==> src/rtl/regfile_sequencer.sv <==
// regfile_sequencer: multi-cycle controller running one register-to-register
// operation at a time against an external 8x16 register file.
//
// Ports:
//   clk, reset           rising-edge clock, asynchronous active-high reset
//   in_valid/in_ready    operation handshake (ready only in IDLE)
//   op, rd, rn, rm, imm, shift   operation fields, captured on accept
//   rf_readnum           register file read index (RDA: rn, RDB: rm)
//   rf_writenum, rf_write, rf_data_in   register file write port (WB only)
//   rf_data_out          register file read data (combinational from readnum)
//   done, illegal        completion pulse, illegal-op pulse (with done)
//   busy                 high whenever not IDLE
//   flag_z/n/v           status flags
//
// Optional feature: define REGFILE_SEQ_SHIFT_EN to apply the shift field to
// the B operand in EXE. Without it the shift field is ignored.
module regfile_sequencer #(
  parameter int unsigned DATA_W = 16,
  parameter int unsigned REG_AW = 3,
  parameter int unsigned IMM_W  = 8
) (
  input  logic              clk,
  input  logic              reset,
  input  logic              in_valid,
  output logic              in_ready,
  input  logic [2:0]        op,
  input  logic [REG_AW-1:0] rd,
  input  logic [REG_AW-1:0] rn,
  input  logic [REG_AW-1:0] rm,
  input  logic [IMM_W-1:0]  imm,
  input  logic [1:0]        shift,
  output logic [REG_AW-1:0] rf_readnum,
  output logic [REG_AW-1:0] rf_writenum,
  output logic              rf_write,
  output logic [DATA_W-1:0] rf_data_in,
  input  logic [DATA_W-1:0] rf_data_out,
  output logic              done,
  output logic              illegal,
  output logic              busy,
  output logic              flag_z,
  output logic              flag_n,
  output logic              flag_v
);

  localparam logic [2:0] S_IDLE = 3'd0;
  localparam logic [2:0] S_RDA  = 3'd1;
  localparam logic [2:0] S_RDB  = 3'd2;
  localparam logic [2:0] S_EXE  = 3'd3;
  localparam logic [2:0] S_WB   = 3'd4;
  localparam logic [2:0] S_ERR  = 3'd5;

  localparam logic [2:0] OP_MOVI = 3'b000;
  localparam logic [2:0] OP_MOV  = 3'b001;
  localparam logic [2:0] OP_ADD  = 3'b010;
  localparam logic [2:0] OP_CMP  = 3'b011;
  localparam logic [2:0] OP_AND  = 3'b100;
  localparam logic [2:0] OP_NOT  = 3'b101;
  localparam logic [2:0] OP_SUB  = 3'b110;

  localparam int unsigned MSB = DATA_W - 1;

  logic [2:0]        state_q, state_d;
  logic [2:0]        op_q, op_d;
  logic [REG_AW-1:0] rd_q, rd_d, rn_q, rn_d, rm_q, rm_d;
  logic [IMM_W-1:0]  imm_q, imm_d;
  logic [DATA_W-1:0] a_q, a_d, b_q, b_d, c_q, c_d;
  logic              z_q, z_d, n_q, n_d, v_q, v_d;

  logic [DATA_W-1:0] b_sh;
  logic [DATA_W-1:0] sum, diff, alu_res;
  logic              alu_v, alu_upd;
  logic [DATA_W-1:0] imm_sext;

`ifdef REGFILE_SEQ_SHIFT_EN
  logic [1:0] shift_q, shift_d;

  // B-operand shifter: none / LSL1 / LSR1 / ASR1
  always_comb begin
    unique case (shift_q)
      2'b01:   b_sh = {b_q[MSB-1:0], 1'b0};
      2'b10:   b_sh = {1'b0, b_q[MSB:1]};
      2'b11:   b_sh = {b_q[MSB], b_q[MSB:1]};
      default: b_sh = b_q;
    endcase
  end
`else
  logic shift_unused;
  assign shift_unused = ^shift;
  assign b_sh = b_q;
`endif

  assign sum      = a_q + b_sh;
  assign diff     = a_q - b_sh;
  assign imm_sext = {{(DATA_W-IMM_W){imm_q[IMM_W-1]}}, imm_q};

  // ALU result and whether the op updates flags
  always_comb begin
    alu_res = '0;
    alu_v   = 1'b0;
    alu_upd = 1'b0;
    unique case (op_q)
      OP_ADD: begin
        alu_res = sum;
        alu_v   = (a_q[MSB] == b_sh[MSB]) && (sum[MSB] != a_q[MSB]);
        alu_upd = 1'b1;
      end
      OP_SUB, OP_CMP: begin
        alu_res = diff;
        alu_v   = (a_q[MSB] != b_sh[MSB]) && (diff[MSB] != a_q[MSB]);
        alu_upd = 1'b1;
      end
      OP_AND: begin
        alu_res = a_q & b_sh;
        alu_upd = 1'b1;
      end
      OP_NOT: begin
        alu_res = ~b_sh;
        alu_upd = 1'b1;
      end
      OP_MOV:  alu_res = b_sh;
      default: alu_res = '0;
    endcase
  end

  // Next-state and datapath register updates
  always_comb begin
    state_d = state_q;
    op_d    = op_q;
    rd_d    = rd_q;
    rn_d    = rn_q;
    rm_d    = rm_q;
    imm_d   = imm_q;
    a_d     = a_q;
    b_d     = b_q;
    c_d     = c_q;
    z_d     = z_q;
    n_d     = n_q;
    v_d     = v_q;
`ifdef REGFILE_SEQ_SHIFT_EN
    shift_d = shift_q;
`endif
    unique case (state_q)
      S_IDLE: begin
        if (in_valid) begin
          op_d  = op;
          rd_d  = rd;
          rn_d  = rn;
          rm_d  = rm;
          imm_d = imm;
`ifdef REGFILE_SEQ_SHIFT_EN
          shift_d = shift;
`endif
          unique case (op)
            OP_MOVI:        state_d = S_WB;
            OP_MOV, OP_NOT: state_d = S_RDB;
            3'b111:         state_d = S_ERR;
            default:        state_d = S_RDA;
          endcase
        end
      end
      S_RDA: begin
        a_d     = rf_data_out;
        state_d = S_RDB;
      end
      S_RDB: begin
        b_d     = rf_data_out;
        state_d = S_EXE;
      end
      S_EXE: begin
        c_d = alu_res;
        if (alu_upd) begin
          z_d = (alu_res == '0);
          n_d = alu_res[MSB];
          v_d = alu_v;
        end
        // CMP finishes here without a writeback
        state_d = (op_q == OP_CMP) ? S_IDLE : S_WB;
      end
      S_WB:    state_d = S_IDLE;
      S_ERR:   state_d = S_IDLE;
      default: state_d = S_IDLE;
    endcase
  end

  always_ff @(posedge clk or posedge reset) begin
    if (reset) begin
      state_q <= S_IDLE;
      op_q    <= '0;
      rd_q    <= '0;
      rn_q    <= '0;
      rm_q    <= '0;
      imm_q   <= '0;
      a_q     <= '0;
      b_q     <= '0;
      c_q     <= '0;
      z_q     <= 1'b0;
      n_q     <= 1'b0;
      v_q     <= 1'b0;
`ifdef REGFILE_SEQ_SHIFT_EN
      shift_q <= '0;
`endif
    end else begin
      state_q <= state_d;
      op_q    <= op_d;
      rd_q    <= rd_d;
      rn_q    <= rn_d;
      rm_q    <= rm_d;
      imm_q   <= imm_d;
      a_q     <= a_d;
      b_q     <= b_d;
      c_q     <= c_d;
      z_q     <= z_d;
      n_q     <= n_d;
      v_q     <= v_d;
`ifdef REGFILE_SEQ_SHIFT_EN
      shift_q <= shift_d;
`endif
    end
  end

  // Moore output decode from state and latched fields only; reset forces
  // state to IDLE asynchronously, which drops rf_write at once.
  assign in_ready    = (state_q == S_IDLE);
  assign busy        = (state_q != S_IDLE);
  assign rf_write    = (state_q == S_WB);
  assign rf_writenum = (state_q == S_WB) ? rd_q : '0;
  assign rf_data_in  = (state_q != S_WB)  ? '0 :
                       (op_q == OP_MOVI)  ? imm_sext : c_q;
  assign rf_readnum  = (state_q == S_RDA) ? rn_q :
                       (state_q == S_RDB) ? rm_q : '0;
  assign done        = (state_q == S_WB) || (state_q == S_ERR) ||
                       ((state_q == S_EXE) && (op_q == OP_CMP));
  assign illegal     = (state_q == S_ERR);
  assign flag_z      = z_q;
  assign flag_n      = n_q;
  assign flag_v      = v_q;

endmodule

==> config.mk <==
export PLATFORM = sky130hd
export DESIGN_NAME = regfile_sequencer
export DESIGN_NICKNAME = d
export VERILOG_FILES = /design/src/rtl/regfile_sequencer.sv
export SDC_FILE = /design/constraint.sdc
export NUM_CORES = 1
export LEC_CHECK = 0
export CAP_MARGIN = 20
export CORE_ASPECT_RATIO = 1.5
export CORE_UTILIZATION = 60
export CTS_CLUSTER_DIAMETER = 30
export DETAILED_ROUTE_END_ITERATION = 8
export DONT_BUFFER_PORTS = 1
export PLACE_DENSITY = 0.76
export SLEW_MARGIN = 25
export SYNTH_ARGS = -nofsm -noshare
export SYNTH_HDL_FRONTEND = slang
export SYNTH_SLANG_ARGS = --single-unit
==> constraint.sdc <==
create_clock -name clk -period 3.9 [get_ports clk]
set_clock_uncertainty 0.2 [all_clocks]
set_input_delay 0.975 -clock clk [delete_from_list [all_inputs] [get_ports clk]]
set_output_delay 0.975 -clock clk [all_outputs]
set_load 0.05 [all_outputs]
==> impl_metrics.yaml, run 1 <==
placement:
  portBuffers: 0
  place_congestion: 0.953
  dp.final_hpwl_um: 10700
  dpl-instance-area_mm2: 0.00579
  pre_cts_slack_ns: 0.260
layout:
  area_growth_pct: 10.6
  seq_area_mm2: 0.00185
  nets: 734
  drive_gt1_share_pct: 16.5
  multiInputGateArea_mm2: 0.00339
  antennaDiodeCount: 0
  final_area_mm2: 0.00611
  nFillCells: 755
timing:
  tightest_slew_ns: 0.893
  hold_viol_final: 0
  setup-tns-final_ns: 0
  slew_headroom_pct: 40.2
  drv_slew: 0
  post-route-min-period_ns: 3.70
  rsz0062_at_grt: "false"
  setup_violations: 0
  fmax_ghz: 0.270
  finalCritPeriodShare_pct: 94.8
  worst_slack_ns: 0.201
logic_synthesis:
  syn_area_mm2: 0.00553
  ys.flop_type: "dfrtp_1"
  synth.distinct_cells: 69
  syn_area_per_cell_um2: 8.48
  synth-edff-count: 0
  ys_ff_latch: 74
  synth_commonest_cells: "nand2_1, dfrtp_1, o21ai_0, a21oi_1"
  yosysMostFrequentCell: "nand2_1"
  yosysWarningCount: 0
  ys_seq_area_share_pct: 33.5
  synth_nets: 726
  ys_async_sr_fraction_pct: 100
  post-synth-top-area-cell: "dfrtp_1"
  synth_top_cells_by_area: "dfrtp_1, mux2_2, ha_1"
  synth_top_area_share_pct: 33.5
  syn_inst: 652
grt:
  overflow: 0
  grt_usage_pct: 32.3
  grt_pass1_wl_um: 23600
  grt_max_degree: 34
  grt_pass1_vias: 4957
  antenna_found_initial: 0
worst_hold_path:
  min_from: "c_q[7]$_DFFE_PP0P_"
  hold_path_class: "reg2reg"
floorplanning:
  initial_core_util_pct: 62.2
  core_area_mm2: 0.00888
  die_w_um: 80.4
  die_h_um: 120
  die_area_mm2: 0.00961
  pin_count: 71
  rows: 42
critical_path:
  path_class: "reg2reg"
  worst-path-max-fanout: 4
  setup.worst_path.end_class: "flip-flop"
  r2r-start: "b_q[0]$_DFFE_PP0N_"
  cp.arrival_ns: 3.73
  required_ns: 3.93
  critPathLaunchType: "flip-flop"
  startpoint: "b_q[0]$_DFFE_PP0N_"
clocking:
  path_clk_slew_ns: 0.06
  cts_hold_buf: 0
  worstSkewPairLatency_ns: 0.34
  root_buffer: "clkbuf_16"
  cts_resized: 0
  cts_sinks: 74
  clockBufferDepth: 2
  cts_tree: "yes"
  h-tree-depth: 3
  post-cts-setup-buffers: 0
  numCtsBuffers: 9
detailed_routing:
  vias_per_cell: 6.41
  via_count: 4966
  drtAntennaViolNets: 0
  drc_errors: 0
  wirelength_um: 14500
  drt-initial-drc-count: 348
  avgRoutedWirePerCell_um: 18.6
  firstDrtPassIters: 5
flow_run:
  maxCapViolCount: 0
run_status:
  run_status: "finished clean"
-- through the flow --
| stage | std cells | hold WS, ns | utilization [%] |
|---|---|---|---|
| global route | 775 | 0.313 | 68.8 |
| finish | 775 | 0.286 | 68.8 |
| floorplan | 652 | 0.246 | - |
| CTS | 775 | 0.281 | 68.8 |
| detailed placement | 759 | 0.267 | 65.2 |
| global placement | 759 | 0.262 | 65.2 |
-- kinds of logic (layout without fill, tap and decap cells) --
group	Yosys count	count (layout)	synth area share [%]
flops	74	74	33.5
buf+inv	76	89	5.50
mux	54	54	10.8
simple gates	223	223	19.7
fa+ha+maj	33	33	7.74
xor+xnor	5	5	0.793
compound gates	187	187	22.0
-- per-layer routing --
metal | global-route usage, % | part of all wire [%] | up-vias
met5 | 0 | 0 | -
met4 | 19.0 | 5.2 | 0
met3 | 7.15 | 4.9 | 54
met2 | 55.5 | 51 | 174
met1 | 35.8 | 39 | 2394
li1 | - | - | 2344
-- worst max-delay path: stages, from the launching register on --
cell and delay [ns]:
dfrtp_1 0.39, ha_1 0.21, inv_1 0.07, fa_1 0.43, o21ba_1 0.21, or4_1 0.44, a31oi_2 0.32, a2111oi_0 0.22
o21a_1 0.23, or3_1 0.38, o211ai_1 0.17, nor4_2 0.10, a31o_1 0.23
-- cells in the final DEF (no fill, tap or decap), types with 3 or more instances in the layout --
| cell type | count |
|---|---|
| nand2_1 | 87 |
| dfrtp_1 | 74 |
| o21ai_0 | 49 |
| a21oi_1 | 44 |
| mux2_2 | 43 |
| nor2_1 | 43 |
| buf_4 | 37 |
| inv_1 | 35 |
| ha_1 | 31 |
| nor2b_1 | 18 |
| nor3_1 | 13 |
| nand3_1 | 12 |
| o21ai_1 | 10 |
| mux2i_1 | 9 |
| nand2b_1 | 9 |
| clkbuf_16 | 9 |
| a22oi_1 | 8 |
| o21a_1 | 7 |
| or3_1 | 6 |
| and2_1 | 6 |
| a211oi_1 | 5 |
| o211ai_1 | 5 |
| a21o_1 | 5 |
| a31oi_1 | 5 |
| o31a_1 | 5 |
| a221oi_1 | 4 |
| o31ai_1 | 4 |
| or4_1 | 4 |
| or2_2 | 3 |
| a22o_1 | 3 |
| xnor2_1 | 3 |
| a221o_1 | 3 |
| a2111oi_0 | 3 |
| o2111ai_1 | 3 |
| nand4_1 | 3 |
-- registers in the layout, indices dropped and copies added, names as in the netlist --
| signal | cells |
|---|---|
| imm_q | 8 |
| state_q | 3 |
| rn_q | 3 |
| flag_v | 1 |
| b_q | 16 |
| rd_q | 3 |
| flag_z | 1 |
| a_q | 16 |
| op_q | 3 |
| c_q | 16 |
| rm_q | 3 |
| flag_n | 1 |
-- final timing paths --
check                                          end  slack [ns]  cells after the start
worst max register to register  flag_z$_DFFE_PP0P_        0.20                     12
max in group asynchronous       c_q[3]$_DFFE_PP0P_        2.37                      2
worst min-delay path            c_q[7]$_DFFE_PP0P_        0.29                      2
min in group asynchronous       a_q[3]$_DFFE_PP0P_        0.37                      1
worst min register to register  c_q[7]$_DFFE_PP0P_        0.29                      2
worst max-delay path            flag_z$_DFFE_PP0P_        0.20                     12
-- layout make-up --
class	count	share of cell area [%]
well taps	110	2.25
repair buffers	37	4.55
multi-input cells	502	55.5
flip-flops and latches	74	30.3
inverters	36	2.21
clock buffers	10	3.75
clock inverters	6	1.43
Power of run 1 is not shown: default switching activity piles up to over one toggle a cycle in this logic, so the estimate is an artifact.
==> run 2, diff against run 1 <==
==> constraint.sdc (replaced) <==
create_clock -name clk -period 3.9 [get_ports clk]
set_clock_uncertainty 0.2 [all_clocks]
set_input_delay 0.585 -clock clk [delete_from_list [all_inputs] [get_ports clk]]
set_output_delay 0.585 -clock clk [all_outputs]
set_load 0.05 [all_outputs]
==> impl_metrics.yaml, run 2 (synthesis gave the netlist of run 1 again) <==
layout:
  final_common_cell: "nand2_1"
  reg.largest.list: "a_q (16), b_q (16), c_q (16)"
  drive_gt1_share_pct: 16.7
  area_growth_pct: 10.6
  nFillCells: 745
  antennaDiodeCount: 0
  final_cell_mix: "nand2_1, dfrtp_1, o21ai_0"
  nets: 734
clocking:
  path_clk_slew_ns: 0.07
  cts_tree: "yes"
  root_buffer: "clkbuf_16"
  clockBufferDepth: 2
  cts_sinks: 74
  numCtsBuffers: 9
  cts_hold_buf: 0
  worstSkewPairLatency_ns: 0.35
  h-tree-depth: 3
  post-cts-setup-buffers: 0
grt:
  overflow: 0
  grt_usage_pct: 33.1
  grt_max_degree: 34
  grt_pass1_vias: 5079
  antenna_found_initial: 0
  grt_pass1_wl_um: 24300
timing:
  rsz0062_at_grt: "false"
  drv_slew: 0
  setup_violations: 0
  finalCritPeriodShare_pct: 93.2
  post-route-min-period_ns: 3.63
  setup-tns-final_ns: 0
  slew_headroom_pct: 40.1
  fmax_ghz: 0.275
  tightest_slew_ns: 0.894
  hold_viol_final: 0
critical_path:
  cp.arrival_ns: 3.67
  worst-path-buf-inv: 1
  path_class: "reg2reg"
  cpPeakStageDelay_ns: 0.48
  setup.worst_path.end_class: "flip-flop"
  crit_chain: "ha_1 > inv_1 > fa_1 > o21ba_1 > or4_1 > a31oi_4 > a2111oi_0 > o21a_1 > or3_1 > o211ai_1 > nor4_2 > a31o_1"
  rrSetupSlack_ns: 0.27
  critPathLaunchType: "flip-flop"
  crit_slowest_cell: "or4_1"
  cp_top_family: "compound AO/OA/AOI/OAI gates"
  worst-path-max-fanout: 4
  required_ns: 3.94
detailed_routing:
  avgRoutedWirePerCell_um: 19.3
  via_count: 5021
  wirelength_um: 14900
  vias_per_cell: 6.48
  firstDrtPassIters: 5
  drt-initial-drc-count: 363
  drc_errors: 0
  drtAntennaViolNets: 0
run_status:
  run_status: "finished clean"
placement:
  dp.final_hpwl_um: 10900
  portBuffers: 0
  place_congestion: 0.973
floorplanning:
  pin_count: 71
  initial_core_util_pct: 62.2
  core_area_mm2: 0.00888
  die_area_mm2: 0.00961
  die_w_um: 80.4
  die_h_um: 120
  rows: 42
worst_hold_path:
  hold_path_class: "in2async"
flow_run:
  maxCapViolCount: 0
-- run 2: changes by cell type in the layout (fill, tap and decap cells not counted), sizes merged --
cell | previous run | this run
clkbuf | 10 | 9
clkinv | 2 | 0
clkinvlp | 0 | 1
bufinv | 2 | 1
inv | 38 | 41
-- run 2: per-layer routing --
metal | track usage, % | vias to the layer above | part of all wire [%] | wire length (um)
met3 | 6.01 | 59 | 4.1 | 607
met2 | 56.9 | 175 | 52 | 7740
met1 | 37.2 | 2432 | 39 | 5810
met5 | 0 | - | 0 | 0
met4 | 19.9 | 0 | 5.2 | 772
li1 | - | 2355 | - | -
-- run 2: path summary, 6_finish.rpt --
check / end / from / cells past startpoint
worst max-delay path: flag_z$_DFFE_PP0P_ / b_q[0]$_DFFE_PP0N_ / 12
worst min-delay path: b_q[2]$_DFFE_PP0N_ / reset / 1
worst max register to register: flag_z$_DFFE_PP0P_ / b_q[0]$_DFFE_PP0N_ / 12
worst min register to register: c_q[11]$_DFFE_PP0P_ / c_q[11]$_DFFE_PP0P_ / 2
max in group asynchronous: c_q[6]$_DFFE_PP0P_ / reset / 2
min in group clk: b_q[7]$_DFFE_PP0N_ / rf_data_out[7] / 2
-- run 2: layout make-up --
cell class	count	area (um2)	area share, %
Multi-Input combinational cell	502	3400	55.6
Sequential cell	74	1850	30.3
Timing Repair Buffer	37	278	4.55
Clock buffer	9	225	3.69
Tap cell	110	138	2.25
Inverter	36	135	2.21
Clock inverter	7	83.8	1.37
-- run 2: metrics by stage --
| stage | util (%) | hold slack [ns] | setup slack (ns) | area [um2] | cells |
|---|---|---|---|---|---|
| floorplan | - | 0.246 | 0.461 | 5530 | 652 |
| detailed placement | 65.2 | 0.276 | 0.256 | 5790 | 759 |
| CTS | 68.7 | 0.0180 | 0.230 | 6100 | 775 |
| global placement | 65.2 | 0.263 | 0.315 | 5790 | 759 |
| finish | 68.8 | 0.00569 | 0.266 | 6110 | 775 |
| global route | 68.8 | 0.0684 | 0.0536 | 6110 | 775 |
-- run 2: repair_timing --
action / in CTS / in global routing
hold endpoints to repair: 0 / 0
endpoints found under the setup margin: 0 / 1
gates resized for setup: 0 / 1
Power of run 2 is left out for the same reason.
